`config.mk`:
```
export PLATFORM = sky130hd
export DESIGN_NAME = fwuart_baudgen
export DESIGN_NICKNAME = d
export VERILOG_FILES = /design/src/rtl/fwuart_baudgen.sv
export SDC_FILE = /design/constraint.sdc
export NUM_CORES = 1
export LEC_CHECK = 0
export CAP_MARGIN = 10
export CORE_UTILIZATION = 50
export DETAILED_ROUTE_END_ITERATION = 8
export PLACE_DENSITY = 0.72
export SETUP_SLACK_MARGIN = 0.1
export SLEW_MARGIN = 30
export SYNTH_ARGS = -nofsm -noshare
export SYNTH_HDL_FRONTEND = slang
export SYNTH_SLANG_ARGS = --single-unit
```
`constraint.sdc`:
```
create_clock -name clock -period 4.29 [get_ports clock]
set_input_delay 1.287 -clock clock [delete_from_list [all_inputs] [get_ports clock]]
set_output_delay 1.287 -clock clock [all_outputs]
set_load 0.1 [all_outputs]
```
`src/rtl/fwuart_baudgen.sv`:
```
// ---------------------------------------------------------------------------
// fwuart_baudgen
//   Fractional baud-rate generator for a UART. A down-counter with a
//   fractional accumulator produces an oversample tick (tick_os) whose average
//   period is div_int + div_frac/2^FRAC_WIDTH clocks. Every OS oversample
//   ticks (OS = 16, or 8 in os8 mode) a bit tick (tick_bit) is produced.
//   A new configuration is staged as "pending". It becomes active at the next
//   bit boundary, on any disabled edge, or on a resync pulse. This keeps a bit
//   period from being split between two baud rates.
//
// Ports
//   clock        in   single clock, all state on posedge
//   reset        in   asynchronous, active-high reset
//   enable       in   generator run enable (0 = hold counters cleared)
//   resync       in   one-cycle pulse, realigns phase (RX start-bit alignment)
//   cfg_we       in   one-cycle pulse, stages cfg_div_int/cfg_div_frac/cfg_os8
//   cfg_div_int  in   integer divisor part (0 behaves as 1)
//   cfg_div_frac in   fractional divisor part, units of 2^-FRAC_WIDTH
//   cfg_os8      in   oversample select of the staged config (1 = x8)
//   tick_os      out  registered oversample tick pulse
//   tick_bit     out  registered bit-period tick pulse
//   cfg_pending  out  a staged config is waiting to become active
// ---------------------------------------------------------------------------
module fwuart_baudgen #(
  parameter int unsigned CLOCKRATE   = 16000000,
  parameter int unsigned BAUDRATE    = 115200,
  parameter int unsigned DIV_WIDTH   = 16,
  parameter int unsigned FRAC_WIDTH  = 4,
  parameter int unsigned DEFAULT_OS8 = 0
) (
  input  logic                  clock,
  input  logic                  reset,
  input  logic                  enable,
  input  logic                  resync,
  input  logic                  cfg_we,
  input  logic [DIV_WIDTH-1:0]  cfg_div_int,
  input  logic [FRAC_WIDTH-1:0] cfg_div_frac,
  input  logic                  cfg_os8,
  output logic                  tick_os,
  output logic                  tick_bit,
  output logic                  cfg_pending
);

  typedef struct packed {
    logic [DIV_WIDTH-1:0]  div_int;
    logic [FRAC_WIDTH-1:0] div_frac;
    logic                  os8;
  } cfg_t;

  // Reset divisor in 64-bit fixed point:
  // Q = CLOCKRATE * 2^FRAC_WIDTH / (BAUDRATE * OS).
  localparam logic [63:0] DEF_OS = (DEFAULT_OS8 != 0) ? 64'd8 : 64'd16;
  localparam logic [63:0] DEF_Q  =
    (64'(CLOCKRATE) << FRAC_WIDTH) / (64'(BAUDRATE) * DEF_OS);
  localparam cfg_t DEF_CFG = '{
    div_int:  DIV_WIDTH'(DEF_Q >> FRAC_WIDTH),
    div_frac: FRAC_WIDTH'(DEF_Q),
    os8:      (DEFAULT_OS8 != 0)
  };

  logic [DIV_WIDTH-1:0]  cnt_q, cnt_d;
  logic [FRAC_WIDTH-1:0] acc_q, acc_d;
  logic [3:0]            os_cnt_q, os_cnt_d;
  cfg_t                  active_q, active_d;
  cfg_t                  pend_cfg_q, pend_cfg_d;
  logic                  pend_q, pend_d;
  logic                  tick_os_q, tick_os_d;
  logic                  tick_bit_q, tick_bit_d;

  logic                  tick_slot;
  logic                  os_last;
  logic                  bit_edge;
  logic                  apply;
  logic [DIV_WIDTH-1:0]  div_eff;
  logic [FRAC_WIDTH:0]   acc_sum;

  // Apply-event detection. It uses only the currently active config, because
  // the bit boundary is decided by the OS value in force before the switch.
  always_comb begin
    tick_slot = (cnt_q == '0);
    os_last   = active_q.os8 ? (os_cnt_q == 4'd7) : (os_cnt_q == 4'd15);
    bit_edge  = enable && !resync && tick_slot && os_last;
    apply     = pend_q && (!enable || resync || bit_edge);
  end

  // Config staging. When a write coincides with an apply, the old staged
  // contents go active and the new write stays staged.
  always_comb begin
    // NOTE: every combinational output gets a default before any branch, so
    // no path leaves a signal unassigned and no latch is inferred.
    active_d   = apply ? pend_cfg_q : active_q;
    pend_cfg_d = pend_cfg_q;
    pend_d     = pend_q && !apply;
    if (cfg_we) begin
      pend_cfg_d = '{div_int: cfg_div_int, div_frac: cfg_div_frac, os8: cfg_os8};
      pend_d     = 1'b1;
    end
  end

  // Tick datapath. A reload on an apply edge already uses the newly active
  // divisor, so the first period of the new bit runs at the new rate.
  always_comb begin
    div_eff    = (active_d.div_int == '0) ? DIV_WIDTH'(1) : active_d.div_int;
    acc_sum    = {1'b0, acc_q} + {1'b0, active_d.div_frac};
    cnt_d      = cnt_q;
    acc_d      = acc_q;
    os_cnt_d   = os_cnt_q;
    tick_os_d  = 1'b0;
    tick_bit_d = 1'b0;
    if (!enable) begin
      // Cleared counters make the first enabled edge tick immediately.
      cnt_d    = '0;
      acc_d    = '0;
      os_cnt_d = '0;
    end else if (resync) begin
      // Restart a full period from this edge. No tick is issued even if one
      // was due.
      cnt_d    = div_eff - DIV_WIDTH'(1);
      acc_d    = '0;
      os_cnt_d = '0;
    end else if (tick_slot) begin
      tick_os_d = 1'b1;
      acc_d     = acc_sum[FRAC_WIDTH-1:0];
      // The accumulator carry stretches this period by one clock.
      cnt_d     = div_eff - DIV_WIDTH'(1) + DIV_WIDTH'(acc_sum[FRAC_WIDTH]);
      if (os_last) begin
        os_cnt_d   = '0;
        tick_bit_d = 1'b1;
      end else begin
        os_cnt_d = os_cnt_q + 4'd1;
      end
    end else begin
      cnt_d = cnt_q - DIV_WIDTH'(1);
    end
  end

  always_ff @(posedge clock or posedge reset) begin
    if (reset) begin
      cnt_q      <= '0;
      acc_q      <= '0;
      os_cnt_q   <= '0;
      tick_os_q  <= 1'b0;
      tick_bit_q <= 1'b0;
      pend_q     <= 1'b0;
      // NOTE: the config registers are plain flops, not memories, so they are
      // reset like the rest. The link comes up at the default baud with no
      // software write.
      active_q   <= DEF_CFG;
      pend_cfg_q <= DEF_CFG;
    end else begin
      // NOTE: non-blocking assignments; every flop samples pre-edge values.
      cnt_q      <= cnt_d;
      acc_q      <= acc_d;
      os_cnt_q   <= os_cnt_d;
      tick_os_q  <= tick_os_d;
      tick_bit_q <= tick_bit_d;
      pend_q     <= pend_d;
      active_q   <= active_d;
      pend_cfg_q <= pend_cfg_d;
    end
  end

  assign tick_os     = tick_os_q;
  assign tick_bit    = tick_bit_q;
  assign cfg_pending = pend_q;

endmodule
```
==> results.json <==
{
  "synth_common_cells": "nand2_1, dfrtp_1, nor2_1, a21oi_1, mux2_2",
  "fin_area_um2": 5700,
  "synth_top_area_cell": "dfrtp_1",
  "synth_nets": 553,
  "path_max_fanout": 6,
  "die-area_um2": 9600,
  "ir_drop_uv": 212,
  "ctsLongestPathBuffers": 2,
  "layout.nets": 615,
  "finalPower_mw": 2.17,
  "synthCells": 516,
  "fin_crit_sh": 0.924,
  "worstMarginPinSlew_ns": 0.966,
  "dpl_cell_area_um2": 5300,
  "critPathKind": "in2reg",
  "wl_um": 12500,
  "finalCriticalPeriod_ns": 3.96,
  "ios": 29,
  "status": "complete, but fails checks",
  "slew_headroom": 0.354,
  "skew_ns": 0.00849,
  "yosysMostFrequentCell": "nand2_1",
  "setup_violations": 0,
  "ant_nets": 0,
  "ctsHtreeMaxLevel": 3,
  "antenna_found_initial": 0,
  "rows": 34,
  "cts_buffers": 9,
  "r2r-start": "cnt_q[0]",
  "layout-drive-gt1-share": 0.247,
  "cts_sinks": 69,
  "port_buffers": 28,
  "netlist_area_um2": 4610,
  "holdWs_ns": 0.479,
  "grt_overflow": 0,
  "gp_congestion": 0.893,
  "hold_class": "reg2reg",
  "synth.distinct_cells": 69,
  "core_um2": 8810,
  "hold_start": "active_q[1]",
  "routed_via_density": 6.20,
  "cp.arrival_ns": 4.21,
  "synth-async-reset-ratio": 1.00,
  "rsz0062_at_grt": "false",
  "maxSlewViolCount": 0,
  "final_util": 0.647,
  "path_clk_slew_ns": 0.09,
  "cap_viol_max_count": 0,
  "reg2reg_slack_ns": 0.37,
  "initial_core_util": 0.523,
  "finalNonFillerCells": 691,
  "power.leakage_nw": 2.40,
  "grt.total_usage": 0.272,
  "tns_ns": 0,
  "place_inst": 667,
  "worstHoldPathCells": 2,
  "worstSkewPairLatency_ns": 0.36,
  "ys.flop_type": "dfrtp_1",
  "yosysWarnings": 0,
  "violations": "design-rule violations",
  "grt_start_max_net_pins": 31,
  "drt-initial-drc-count": 258,
  "routed-via-count": 4283,
  "reg2regPathDepth": 18,
  "r2r-end": "cnt_q[9]",
  "first_pass_iters": 7,
  "diodes": 0,
  "hold_viol_final": 0,
  "hpwlAfterDp_um": 8910,
  "wl_per_cell_um": 18.1,
  "die_w_um": 98.0,
  "cts_root_buf": "clkbuf_8",
  "cp.required_ns": 4.54,
  "drc_errors": 1,
  "fmax_mhz": 252,
  "whs_endpoint": "active_q[1]",
  "synth_edf_count": 0,
  "p_per_area_nw_per_um2": 380,
  "cts_tree": "built",
  "yosysTopAreaCellShare": 0.342,
  "grt_first_pass_wirelength_um": 20600,
  "yosys-top-cells-area": "dfrtp_1, nand2_1, mux2_2, dfstp_2, mux2i_1",
  "crit_start": "enable",
  "syn_area_per_cell_um2": 8.93,
  "grt_pass1_vias": 4138,
  "synth-seq-cells": 69,
  "critical_path.endpoint_type": "register",
  "cp-start-kind": "primary input",
  "layout_setup_ws_ns": 0.327,
  "pre_cts_slack_ns": -0.433,
  "cts_hold_buf": 0,
  "seq_area_frac_synth": 0.376,
  "die_h_um": 98.0,
  "syn_to_final_growth_pct": 23.7
}
[how the worst max path moves through the flow]
| stage | endpoint | slack (ns) |
|---|---|---|
| 2_1_floorplan | cnt_q[15] | 0.07 |
| 3_3_place_gp | cnt_q[8] | -0.28 |
| 3_5_place_dp | cnt_q[9] | -0.43 |
| 4_1_cts | cnt_q[11] | 0.11 |
| 5_1_grt | cnt_q[7] | 0.11 |
| 6_report | cnt_q[9] | 0.33 |
[worst max-delay path, stage by stage]
cell and delay (ns):
dlygate4sd2_1 0.27, nand2b_4 0.06, and2_4 0.16, a31o_4 0.21, nand2_1 0.07, nand2_2 0.08
a311oi_4 0.33, ha_4 0.23, buf_6 0.12, nand2_1 0.06, xor2_1 0.20, mux2i_2 0.22
nand4_1 0.24, buf_4 0.24, nor4_4 0.17, o31ai_1 0.10, o2bb2ai_1 0.15
[sequential cells by signal, indices dropped and copies added (netlist names)]
register / flops
active_q: 21
pend_cfg_q: 21
cnt_q: 16
acc_q: 4
os_cnt_q: 4
cfg_pending: 1
tick_bit: 1
tick_os: 1
[per-layer routing]
| metal | GRT usage | vias to the layer above | wire length (µm) |
|---|---|---|---|
| met3 | 0.0422 | 34 | 655 |
| met5 | 0 | - | 0 |
| met4 | 0.108 | 0 | 295 |
| li1 | - | 2010 | - |
| met1 | 0.362 | 2092 | 5430 |
| met2 | 0.444 | 147 | 6090 |
[final cells by class]
class,count,area [µm²]
fill,726,3110
multi-input combinational,407,2900
clock buffer,9,124
sequential,69,1730
clock inverter,7,98.8
tap,108,135
inverter,14,52.6
timing repair buffer,77,652
[report_power, final]
group          internal (mW)  switching (mW)
clock                  0.330           0.288
combinational          0.330           0.377
sequential             0.732           0.109
total                   1.39           0.774
[kinds of logic (layout without fill, tap and decap cells)]
kind of cell               Yosys count  after routing  synth area share
and+or+nand+nor                    230            230             0.257
xor gates and xnor gates            31             31            0.0589
AOI/OAI and AO/OA                   97             97             0.149
adders and majority gates           11             11            0.0315
buffers and inverters               40            107            0.0372
muxes                               38             38            0.0902
DFF                                 69             69             0.376
[cells in the final DEF (no fill, tap or decap), types with 4 or more instances in the layout]
cell type	n
mux2i_1	12
dfstp_2	6
nand4_1	15
buf_4	47
or3_1	4
nand4b_1	5
nor3_1	18
clkdlybuf4s50_1	25
inv_1	12
nand3_1	12
nor4_1	7
a31oi_1	6
mux2_2	21
nand2_1	82
o21ai_0	15
xor2_1	14
nor2_1	37
nor2b_1	4
o31ai_1	4
xnor2_1	17
nor4_2	4
clkbuf_8	9
a21oi_1	25
or4_1	4
mux2i_2	4
ha_1	6
and3_1	6
dfrtp_1	63
[what timing repair did]
| action | in CTS | in global routing |
|---|---|---|
| pin swaps | 8 | 11 |
| setup endpoints to repair | 9 | 14 |
| hold endpoints to repair | 0 | 0 |
| resized for setup | 6 | 22 |
| setup buffers | 4 | 4 |
(Power assumes the default switching activity.)
